--- src/rtl/fetch_unit_if.sv ---
// fetch_unit_if: memory-port, redirect and decode-side handshake bundle
// for the instruction fetch stage. The master modport is the fetch unit's
// own view; slave is the view of the surrounding core and memory.
interface fetch_unit_if #(
    parameter int XLEN = 32,
    parameter int ILEN = 32
);
    logic            mem_req;
    logic [XLEN-1:0] mem_addr;
    logic            mem_gnt;
    logic            mem_rvalid;
    logic [ILEN-1:0] mem_rdata;
    logic            redirect_valid;
    logic [XLEN-1:0] redirect_pc;
    logic            out_valid;
    logic            out_ready;
    logic [ILEN-1:0] out_instr;
    logic [XLEN-1:0] out_pc;
    logic            out_fault;

    modport master (
        output mem_req, mem_addr,
        input  mem_gnt, mem_rvalid, mem_rdata,
        input  redirect_valid, redirect_pc,
        output out_valid, out_instr, out_pc, out_fault,
        input  out_ready
    );

    modport slave (
        input  mem_req, mem_addr,
        output mem_gnt, mem_rvalid, mem_rdata,
        output redirect_valid, redirect_pc,
        input  out_valid, out_instr, out_pc, out_fault,
        output out_ready
    );
endinterface

--- src/rtl/fetch_unit.sv ---
// fetch_unit: pipelined instruction fetch stage. Keeps a fetch PC, issues
// requests on a grant/rvalid memory port with several transactions in
// flight, buffers returned instructions in a PC-tagged FIFO and hands them
// to decode over valid/ready. A redirect flushes the FIFO and squashes the
// responses still in flight.
// Optional feature macro: FETCH_MISALIGN_TRAP_EN -- a misaligned redirect
// target produces a single fault entry and parks the unit in FAULT until
// the next redirect. Without it the target is silently word-aligned.

// Protocol checker: memory must never answer when nothing is in flight.
module fetch_unit_chk #(
    parameter int CW = 3
) (
    input logic          clk,
    input logic          cpu_rstn,
    input logic          mem_rvalid,
    input logic [CW-1:0] outstanding
);
    rvalid_has_request: assert property (
        @(posedge clk) disable iff (!cpu_rstn)
        mem_rvalid |-> (outstanding != {CW{1'b0}})
    );
endmodule

module fetch_unit #(
    parameter int              XLEN       = 32,
    parameter int              ILEN       = 32,
    parameter logic [XLEN-1:0] RESET_PC   = 32'h0000_0000,
    parameter int              FIFO_DEPTH = 4
) (
    input logic          clk,
    input logic          cpu_rstn,
    fetch_unit_if.master bus
);
    localparam int AW = $clog2(FIFO_DEPTH);
    localparam int CW = AW + 1;

    localparam logic [CW:0]     DEPTH_C    = FIFO_DEPTH[CW:0];
    localparam logic [XLEN-1:0] PC_STEP    = XLEN'(32'd4);
    localparam logic [XLEN-1:0] ALIGN_MASK = ~(XLEN'(32'd3));
    localparam logic [AW-1:0]   PTR_ZERO   = AW'(32'd0);
    localparam logic [AW-1:0]   PTR_ONE    = AW'(32'd1);
    localparam logic [CW-1:0]   CNT_ZERO   = CW'(32'd0);
    localparam logic [CW-1:0]   CNT_ONE    = CW'(32'd1);

    typedef enum logic [0:0] {
        ST_RUN   = 1'b0,
        ST_FAULT = 1'b1
    } state_t;

    state_t          state_r;
    logic [XLEN-1:0] pc_r;
    logic [XLEN-1:0] resp_pc_r;
    logic [CW-1:0]   outstanding_r;
    logic [CW-1:0]   drop_cnt_r;
    logic [CW-1:0]   count_r;
    logic [AW-1:0]   wr_ptr_r;
    logic [AW-1:0]   rd_ptr_r;
    logic [ILEN-1:0] instr_mem_r [FIFO_DEPTH];
    logic [XLEN-1:0] pc_mem_r    [FIFO_DEPTH];
`ifdef FETCH_MISALIGN_TRAP_EN
    logic [FIFO_DEPTH-1:0] fault_mem_r;
`endif

    logic [CW:0]     credit_s;
    logic            req_s;
    logic            gnt_s;
    logic            rvalid_ok_s;
    logic            push_s;
    logic            pop_s;
    logic            out_valid_s;
    logic            misalign_s;
    logic [XLEN-1:0] target_s;
    logic [CW-1:0]   gnt_inc_s;
    logic [CW-1:0]   rvalid_dec_s;
    logic [CW-1:0]   push_inc_s;
    logic [CW-1:0]   pop_dec_s;

    // Request credit, response acceptance and FIFO handshake decode.
    always_comb begin
        credit_s    = {1'b0, outstanding_r} + {1'b0, count_r};
        out_valid_s = (count_r != CNT_ZERO);
        target_s    = bus.redirect_pc & ALIGN_MASK;
`ifdef FETCH_MISALIGN_TRAP_EN
        misalign_s  = (bus.redirect_pc[1:0] != 2'b00);
`else
        misalign_s  = 1'b0;
`endif
        // Every in-flight request plus every buffered entry holds a slot,
        // so a response can always be pushed without back-pressure.
        if (cpu_rstn && (state_r == ST_RUN) && !bus.redirect_valid && (credit_s < DEPTH_C)) begin
            req_s = 1'b1;
        end else begin
            req_s = 1'b0;
        end
        gnt_s        = req_s && bus.mem_gnt;
        rvalid_ok_s  = bus.mem_rvalid && (outstanding_r != CNT_ZERO);
        push_s       = rvalid_ok_s && (drop_cnt_r == CNT_ZERO) && !bus.redirect_valid
                       && (state_r == ST_RUN);
        pop_s        = out_valid_s && bus.out_ready;
        gnt_inc_s    = {{(CW-1){1'b0}}, gnt_s};
        rvalid_dec_s = {{(CW-1){1'b0}}, rvalid_ok_s};
        push_inc_s   = {{(CW-1){1'b0}}, push_s};
        pop_dec_s    = {{(CW-1){1'b0}}, pop_s};
    end

    assign bus.mem_req   = req_s;
    assign bus.mem_addr  = pc_r;
    assign bus.out_valid = out_valid_s;
    assign bus.out_instr = out_valid_s ? instr_mem_r[rd_ptr_r] : {ILEN{1'b0}};
    assign bus.out_pc    = out_valid_s ? pc_mem_r[rd_ptr_r] : {XLEN{1'b0}};
`ifdef FETCH_MISALIGN_TRAP_EN
    assign bus.out_fault = out_valid_s & fault_mem_r[rd_ptr_r];
`else
    assign bus.out_fault = 1'b0;
`endif

    // Fetch PC, credit/drop counters, FIFO pointers and RUN/FAULT state.
    always_ff @(posedge clk or negedge cpu_rstn) begin
        if (!cpu_rstn) begin
            state_r       <= ST_RUN;
            pc_r          <= RESET_PC;
            resp_pc_r     <= RESET_PC;
            outstanding_r <= CNT_ZERO;
            drop_cnt_r    <= CNT_ZERO;
            count_r       <= CNT_ZERO;
            wr_ptr_r      <= PTR_ZERO;
            rd_ptr_r      <= PTR_ZERO;
        end else if (bus.redirect_valid) begin
            // Everything still in flight (minus a response landing now)
            // belongs to the old stream and must be discarded on return.
            pc_r          <= target_s;
            resp_pc_r     <= target_s;
            outstanding_r <= outstanding_r - rvalid_dec_s;
            drop_cnt_r    <= outstanding_r - rvalid_dec_s;
            rd_ptr_r      <= PTR_ZERO;
            if (misalign_s) begin
                wr_ptr_r <= PTR_ONE;
                count_r  <= CNT_ONE;
                state_r  <= ST_FAULT;
            end else begin
                wr_ptr_r <= PTR_ZERO;
                count_r  <= CNT_ZERO;
                state_r  <= ST_RUN;
            end
        end else begin
            if (gnt_s) begin
                pc_r <= pc_r + PC_STEP;
            end
            outstanding_r <= outstanding_r + gnt_inc_s - rvalid_dec_s;
            if (rvalid_ok_s && (drop_cnt_r != CNT_ZERO)) begin
                drop_cnt_r <= drop_cnt_r - CNT_ONE;
            end
            if (push_s) begin
                resp_pc_r <= resp_pc_r + PC_STEP;
                wr_ptr_r  <= wr_ptr_r + PTR_ONE;
            end
            if (pop_s) begin
                rd_ptr_r <= rd_ptr_r + PTR_ONE;
            end
            count_r <= count_r + push_inc_s - pop_dec_s;
        end
    end

    // FIFO storage: a misaligned redirect writes its fault entry into slot 0,
    // otherwise an accepted response is written at the tail.
    always_ff @(posedge clk or negedge cpu_rstn) begin
        if (!cpu_rstn) begin
            for (int i = 0; i < FIFO_DEPTH; i++) begin
                instr_mem_r[i] <= {ILEN{1'b0}};
                pc_mem_r[i]    <= {XLEN{1'b0}};
            end
`ifdef FETCH_MISALIGN_TRAP_EN
            fault_mem_r <= {FIFO_DEPTH{1'b0}};
`endif
        end else if (bus.redirect_valid && misalign_s) begin
            instr_mem_r[PTR_ZERO] <= {ILEN{1'b0}};
            pc_mem_r[PTR_ZERO]    <= bus.redirect_pc;
`ifdef FETCH_MISALIGN_TRAP_EN
            fault_mem_r[PTR_ZERO] <= 1'b1;
`endif
        end else if (push_s) begin
            instr_mem_r[wr_ptr_r] <= bus.mem_rdata;
            pc_mem_r[wr_ptr_r]    <= resp_pc_r;
`ifdef FETCH_MISALIGN_TRAP_EN
            fault_mem_r[wr_ptr_r] <= 1'b0;
`endif
        end
    end

    fetch_unit_chk #(.CW(CW)) u_chk (
        .clk        (clk),
        .cpu_rstn   (cpu_rstn),
        .mem_rvalid (bus.mem_rvalid),
        .outstanding(outstanding_r)
    );
endmodule
--- src/flat_wrapper.sv ---
// flat-port wrapper written by rule: the top's interface ports become plain ports
module fetch_unit_flat 
#(
    parameter int              XLEN       = 32,
    parameter int              ILEN       = 32,
    parameter logic [XLEN-1:0] RESET_PC   = 32'h0000_0000,
    parameter int              FIFO_DEPTH = 4
)
  (clk, cpu_rstn, bus_mem_req, bus_mem_addr, bus_mem_gnt, bus_mem_rvalid, bus_mem_rdata, bus_redirect_valid, bus_redirect_pc, bus_out_valid, bus_out_instr, bus_out_pc, bus_out_fault, bus_out_ready);
  fetch_unit_if #(.XLEN(XLEN), .ILEN(ILEN)) bus_i ();
  input logic clk;
  input logic cpu_rstn;
  output wire logic [$bits(bus_i.mem_req)-1:0] bus_mem_req;
  output wire logic [$bits(bus_i.mem_addr)-1:0] bus_mem_addr;
  input wire logic [$bits(bus_i.mem_gnt)-1:0] bus_mem_gnt;
  input wire logic [$bits(bus_i.mem_rvalid)-1:0] bus_mem_rvalid;
  input wire logic [$bits(bus_i.mem_rdata)-1:0] bus_mem_rdata;
  input wire logic [$bits(bus_i.redirect_valid)-1:0] bus_redirect_valid;
  input wire logic [$bits(bus_i.redirect_pc)-1:0] bus_redirect_pc;
  output wire logic [$bits(bus_i.out_valid)-1:0] bus_out_valid;
  output wire logic [$bits(bus_i.out_instr)-1:0] bus_out_instr;
  output wire logic [$bits(bus_i.out_pc)-1:0] bus_out_pc;
  output wire logic [$bits(bus_i.out_fault)-1:0] bus_out_fault;
  input wire logic [$bits(bus_i.out_ready)-1:0] bus_out_ready;
  assign bus_mem_req = bus_i.mem_req;
  assign bus_mem_addr = bus_i.mem_addr;
  assign bus_i.mem_gnt = bus_mem_gnt;
  assign bus_i.mem_rvalid = bus_mem_rvalid;
  assign bus_i.mem_rdata = bus_mem_rdata;
  assign bus_i.redirect_valid = bus_redirect_valid;
  assign bus_i.redirect_pc = bus_redirect_pc;
  assign bus_out_valid = bus_i.out_valid;
  assign bus_out_instr = bus_i.out_instr;
  assign bus_out_pc = bus_i.out_pc;
  assign bus_out_fault = bus_i.out_fault;
  assign bus_i.out_ready = bus_out_ready;
  fetch_unit #(.XLEN(XLEN), .ILEN(ILEN), .RESET_PC(RESET_PC), .FIFO_DEPTH(FIFO_DEPTH)) u_core (.clk(clk), .cpu_rstn(cpu_rstn), .bus(bus_i));
endmodule
--- config.mk ---
export PLATFORM = sky130hd
export DESIGN_NAME = fetch_unit_flat
export DESIGN_NICKNAME = d
export VERILOG_FILES = /design/src/rtl/fetch_unit_if.sv /design/src/rtl/fetch_unit.sv /design/src/flat_wrapper.sv
export SDC_FILE = /design/constraint.sdc
export NUM_CORES = 1
export LEC_CHECK = 0
export BUFFER_PORTS_ARGS = -buffer_cell sky130_fd_sc_hd__buf_2
export CAP_MARGIN = 10
export CELL_PAD_IN_SITES_DETAIL_PLACEMENT = 1
export CELL_PAD_IN_SITES_GLOBAL_PLACEMENT = 1
export CORE_MARGIN = 2
export CORE_UTILIZATION = 32
export CTS_CLUSTER_SIZE = 10
export DETAILED_ROUTE_END_ITERATION = 6
export PLACE_DENSITY = 0.68
export SLEW_MARGIN = 15
export SYNTH_ARGS = -nofsm -noshare
export SYNTH_HDL_FRONTEND = slang
export SYNTH_SLANG_ARGS = --single-unit
--- constraint.sdc ---
create_clock -name clk -period 2.8 [get_ports clk]
set_input_delay 0 -clock clk [delete_from_list [all_inputs] [get_ports clk]]
set_output_delay 0 -clock clk [all_outputs]
set_load 0.01 [all_outputs]
# --- Word-level counts from Yosys, hierarchy flattened ---
# Index checks and enable logic that the tools add are counted.
op_classes:
  addsub: 11
  n_lt_le_gt_ge: 4
  n_mux: 25
  n_bitwise: 2
  reduce_logical: 18
op_table:
  columns: ["cell", "n"]
  rows:
  - ["2-to-1 mux 32 bit", 11]
  - ["bitwise mux 128 bit", 2]
  - ["binary-select mux 32 bit (select 2 bit)", 2]
  - ["adder 32 x 3 -> 32 bit (second input constant)", 2]
  - ["demux 32 bit (select 2 bit)", 1]
  - ["2-to-1 mux 3 bit", 4]
  - ["logical AND 1 bit", 9]
  - ["nonzero test 3 bit", 3]
  - ["subtractor 3 x 1 -> 3 bit", 3]
  - ["2-to-1 mux 2 bit", 4]
  - ["nonzero test 2 bit", 4]
  - ["adder 3 x 1 -> 3 bit", 2]
  - ["greater-or-equal comparator 3 bit (second input constant)", 2]
  - ["inverter 2 -> 3 bit", 2]
  - ["adder 2 x 1 -> 2 bit (second input constant)", 2]
  - ["adder 3 x 3 -> 4 bit", 1]
  - ["< comparator 4 x 3 -> 1 bit (second input constant)", 1]
  - ["zero test 3 bit", 1]
  - ["< comparator 3 x 1 -> 1 bit (second input constant)", 1]
  - ["subtractor 3 x 1 -> 3 bit (second input constant)", 1]
  - ["zero test 1 bit", 1]
  - ["2-to-1 mux 1 bit", 1]
totals:
  reg_bits: 333
  wordCells: 75

# --- Longest topological paths before layout ---
logic_depth:
  ltp_word: 8
  mapped_depth: 10

# --- Worst setup path after synthesis ---
# OpenSTA, ideal clock, no wires.
synth_timing:
  path_kind: "flip-flop to flip-flop"
  start: "register u_core.outstanding_r[2]"
  end: "register u_core.pc_r[23], in the netlist u_core.bus.mem_addr[23]"
  t_arrival_ns: 2.445
  required_ns: 2.718
  setup_slack_ns: 0.273
  stages_incl_launch_ff: 8
  path_buffers: 1
  period_less_slack_ns: 2.527
  path_cell_list: "dfrtp_1 -> ha_1 -> nor4b_1 -> nand4_1 -> or4_1 -> buf_2 -> or4_1 -> a31oi_1"
synth_via:
  elab_chain_len: 6
synth_lines:
  columns: ["element", "line", "source"]
  rows:
  - ["start: declaration", "fetch_unit.sv:54", "logic [CW-1:0] outstanding_r;"]
  - ["start signal: assignment", "fetch_unit.sv:134", "outstanding_r <= outstanding_r - rvalid_dec_s;"]
  - ["start signal: assignment", "fetch_unit.sv:150", "outstanding_r <= outstanding_r + gnt_inc_s - rvalid_dec_s;"]
  - ["adder 3 x 3 -> 4 bit", "fetch_unit.sv:81", "credit_s = {1'b0, outstanding_r} + {1'b0, count_r};"]
  - ["< comparator 4 x 3 -> 1 bit", "fetch_unit.sv:91", "if (cpu_rstn && (state_r == ST_RUN) && !bus.redirect_valid && (credit_s < DEPTH_C)) begin"]
  - ["logical AND 1 bit", "fetch_unit.sv:91", null]
  - ["2-to-1 mux 1 bit", "fetch_unit.sv:91", null]
  - ["logical AND 1 bit", "fetch_unit.sv:96", "gnt_s = req_s && bus.mem_gnt;"]
  - ["nonzero test 2 bit (no line)", null, null]
  - ["end signal: assignment", "fetch_unit.sv:132", "pc_r <= target_s;"]
  - ["end signal: assignment", "fetch_unit.sv:148", "pc_r <= pc_r + PC_STEP;"]
  - ["end: declaration", "fetch_unit.sv:52", "logic [XLEN-1:0] pc_r;"]
# Every way passes these cells.
# A chain may end at the register's enable or synchronous reset.

# --- Final worst setup path ---
layout_timing:
  start: "register u_core.count_r[2]"
  end: "register u_core.pc_r[24], in the netlist u_core.bus.mem_addr[24]"
layout_via:
  elab_chain_len: 6
layout_lines:
  columns: ["element", "line", "source"]
  rows:
  - ["start: declaration", "fetch_unit.sv:56", "logic [CW-1:0] count_r;"]
  - ["start signal: assignment", "fetch_unit.sv:161", "count_r <= count_r + push_inc_s - pop_dec_s;"]
  - ["adder 3 x 3 -> 4 bit", "fetch_unit.sv:81", null]
  - ["< comparator 4 x 3 -> 1 bit", "fetch_unit.sv:91", null]
  - ["logical AND 1 bit", "fetch_unit.sv:91", null]
  - ["2-to-1 mux 1 bit", "fetch_unit.sv:91", null]
  - ["logical AND 1 bit", "fetch_unit.sv:96", null]
  - ["nonzero test 2 bit (no line)", null, null]
# Every way passes these cells.

==> results.cfg <==
[global_route]
grt_start_max_net_pins = 171
grt_pass1_wl_um = 66000
grt_antenna_before_repair = 3
track_usage = 0.171
grt_pass1_vias = 11131
grt_overflow = 0

[clock_network]
root_buffer = clkbuf_16
clock_path_buffers = 3
clkTransAtPathRegs_ns = 0.06
cts_inserted_buffers = 41
cts_tree = built
cts_max_level = 2
postCtsSetupBuffers = 0
clk_latency_ns = 0.55
clock_sinks = 321

[route]
viasPerCell = 5.05
drt_first_pass_iters = 4
vias = 10060
ant_nets = 0
wl_per_cell_um = 20.8
totalWireLength_um = 41500
drt-initial-drc-count = 462
drc = 0

[critical_path]
critPathRequiredTime_ns = 3.23
r2r-start = u_core.count_r[2]
path_class = register to register
r2r_slack_ns = 0.20
end_kind = register
crit_path_end = u_core.bus.mem_addr[24]
reg2reg_depth = 7
critPathArrivalTime_ns = 3.03
crit_start = u_core.count_r[2]
critPathLaunchType = register
crit_fanout = 4
rr_endpoint = u_core.bus.mem_addr[24]

[synth]
ys_warn_count = 0
synth_seq_cells = 321
synth_seq_area_share = 0.522
syn_area_um2 = 15400
synth_edf_count = 0
synth_ff_type = dfrtp_1
synthTopCellsByArea = dfrtp_1 52%, mux2_2 20%, mux4_2 9.1%
yosys.area.top_type = dfrtp_1
yosysMostFrequentCell = dfrtp_1
synthArstFlopShare = 1.00
synth_common_cells = 321 x dfrtp_1, 276 x mux2_2, 68 x and2_1, 62 x mux4_2, 41 x clkbuf_1
netlist-cell-type-count = 47
syn_inst = 1127
synth.top_cell.area_share = 0.522
syn_area_per_cell_um2 = 13.7

[sta]
skew_ns = 0.0125
hold_slack_ns = 0.0421
slew_headroom = 0.348
period_needed_ns = 2.60
setup_violations = 0
finalSetupTns_ns = 0
maxSlewViolCount = 0
clock.fmax_ghz = 0.384
worst_slew_pin_slew_ns = 0.979
period_share = 0.929
rsz0062_at_grt = no
hold_viol_final = 0

[pwr]
vdd_ir_drop_max_mv = 0.447
powerDensity_nw_per_um2 = 858
leakage_nw = 8.60

[floorplan]
die_area_um2 = 49900
die_w_um = 223
fp.coreArea_um2 = 47600
fp.dieH_um = 223
start_util = 0.323
io_pins = 169
rows = 80

[place]
dp_hpwl_um = 26000
place_congestion = 0.768
portBuffers = 161

[finish]
area_delta_synth_final_pct = 22.9
drive_above_1_share = 0.433
seqCellArea_um2 = 8040
multi_input_area_um2 = 6920
nFillCells = 4980
fin_util = 0.397
layout.nets = 1440

[outcome]
status = finished clean

[run]
maxCapViolCount = 0

[hold_path]
hold_class = input pin to register
[registers in the layout, indices dropped and copies added, names as in the netlist]
name                  cells
u_core.drop_cnt_r         3
u_core.rd_ptr_r           2
u_core.count_r            3
u_core.wr_ptr_r           2
u_core.instr_mem_r      128
u_core.bus.mem_addr      30
u_core.resp_pc_r         30
u_core.outstanding_r      3
u_core.pc_mem_r         120
[logic make-up after synthesis]
logic type      share of synthesized area
xor+xnor                           0.0302
flops                               0.522
simple gates                       0.0857
compound gates                     0.0226
fa+ha+maj                          0.0156
mux                                 0.294
other cells                      0.000244
buf+inv                            0.0296
[layout by cell type (no fill, tap or decap), types with 3 or more instances in the layout]
| cell | n |
|---|---|
| o21ai_0 | 17 |
| xnor2_1 | 28 |
| nor4_1 | 9 |
| nor3_1 | 12 |
| o31a_1 | 4 |
| nand3_1 | 20 |
| and3_1 | 11 |
| dfrtp_1 | 319 |
| buf_4 | 22 |
| or3_1 | 6 |
| clkbuf_8 | 7 |
| buf_2 | 160 |
| and3_2 | 4 |
| nand4_1 | 30 |
| buf_12 | 8 |
| and2_1 | 68 |
| inv_1 | 25 |
| nand2b_1 | 5 |
| dlygate4sd3_1 | 66 |
| conb_1 | 5 |
| a21oi_1 | 10 |
| and4_1 | 4 |
| xor2_1 | 25 |
| nand2_1 | 28 |
| clkbuf_16 | 43 |
| a21boi_0 | 6 |
| nor2_1 | 25 |
| o31ai_1 | 3 |
| mux2_2 | 276 |
| mux4_2 | 62 |
| clkbuf_1 | 13 |
| ha_1 | 16 |
| a31oi_1 | 8 |
[critical path: stages, from the launching register on]
cell and delay [ns]:
dfrtp_1 0.40, ha_1 0.30, nor4b_1 0.29, buf_4 0.18, nand4_1 0.19, or4_1 0.67
o21a_1 0.22, o31a_1 0.23
[repair_timing]
| action | 4_1_cts | 5_1_grt |
|---|---|---|
| setup endpoints to repair | 1 | 1 |
| hold buffers | 66 | 0 |
| pin swaps | 0 | 1 |
| resized for setup | 1 | 0 |
| endpoints found under the hold margin | 515 | 0 |
[per-stage QoR]
stage / setup slack, ns / power (mW) / std cells / instance area (um2)
2_1_floorplan: 0.273 / 9.48 / 1131 / 15400
3_3_place_gp: 0.0402 / 11.1 / 1858 / 17000
3_5_place_dp: -0.0233 / 11.3 / 1858 / 17000
4_1_cts: 0.0843 / 16.6 / 1991 / 18900
5_1_grt: 0.0144 / 17.2 / 1991 / 18900
6_report: 0.198 / 16.2 / 1992 / 18900
[worst min-delay path by stage]
stage                         startpoint                       to  slack (ns)  cells after the start
after floorplan                 cpu_rstn  u_core.bus.mem_addr[10]       -0.30                      0
final                     bus_mem_rvalid     u_core.drop_cnt_r[0]        0.04                      7
after CTS                 bus_mem_rvalid     u_core.drop_cnt_r[0]        0.02                      7
after global routing      bus_mem_rvalid     u_core.drop_cnt_r[0]        0.09                      7
after global placement          cpu_rstn   u_core.instr_mem_r[97]       -0.18                      1
after detailed placement        cpu_rstn   u_core.instr_mem_r[97]       -0.17                      1
[metal layers]
layer / part of all wire / up-vias / global-route usage
met5: 0.00031 / - / 0
li1: - / 4518 / -
met3: 0.039 / 59 / 0.0299
met2: 0.50 / 180 / 0.294
met4: 0.023 / 2 / 0.0531
met1: 0.43 / 5301 / 0.218
[cell type report]
cell class	instances	share of cell area
sequential	321	0.425
clock inverter	4	0.00271
inverter	27	0.00536
clock buffer	63	0.0646
multi-input combinational	704	0.366
antenna	1	0.000132
timing repair buffer	257	0.0953
tap	615	0.0407
[report_power, final]
group          internal (mW)  switching [mW]  leakage, nW
logic                   2.65            2.19         3.79
clock network           3.07            1.97        0.618
registers               5.64           0.715         4.19
Note: power is estimated with default switching activity, not from simulation.
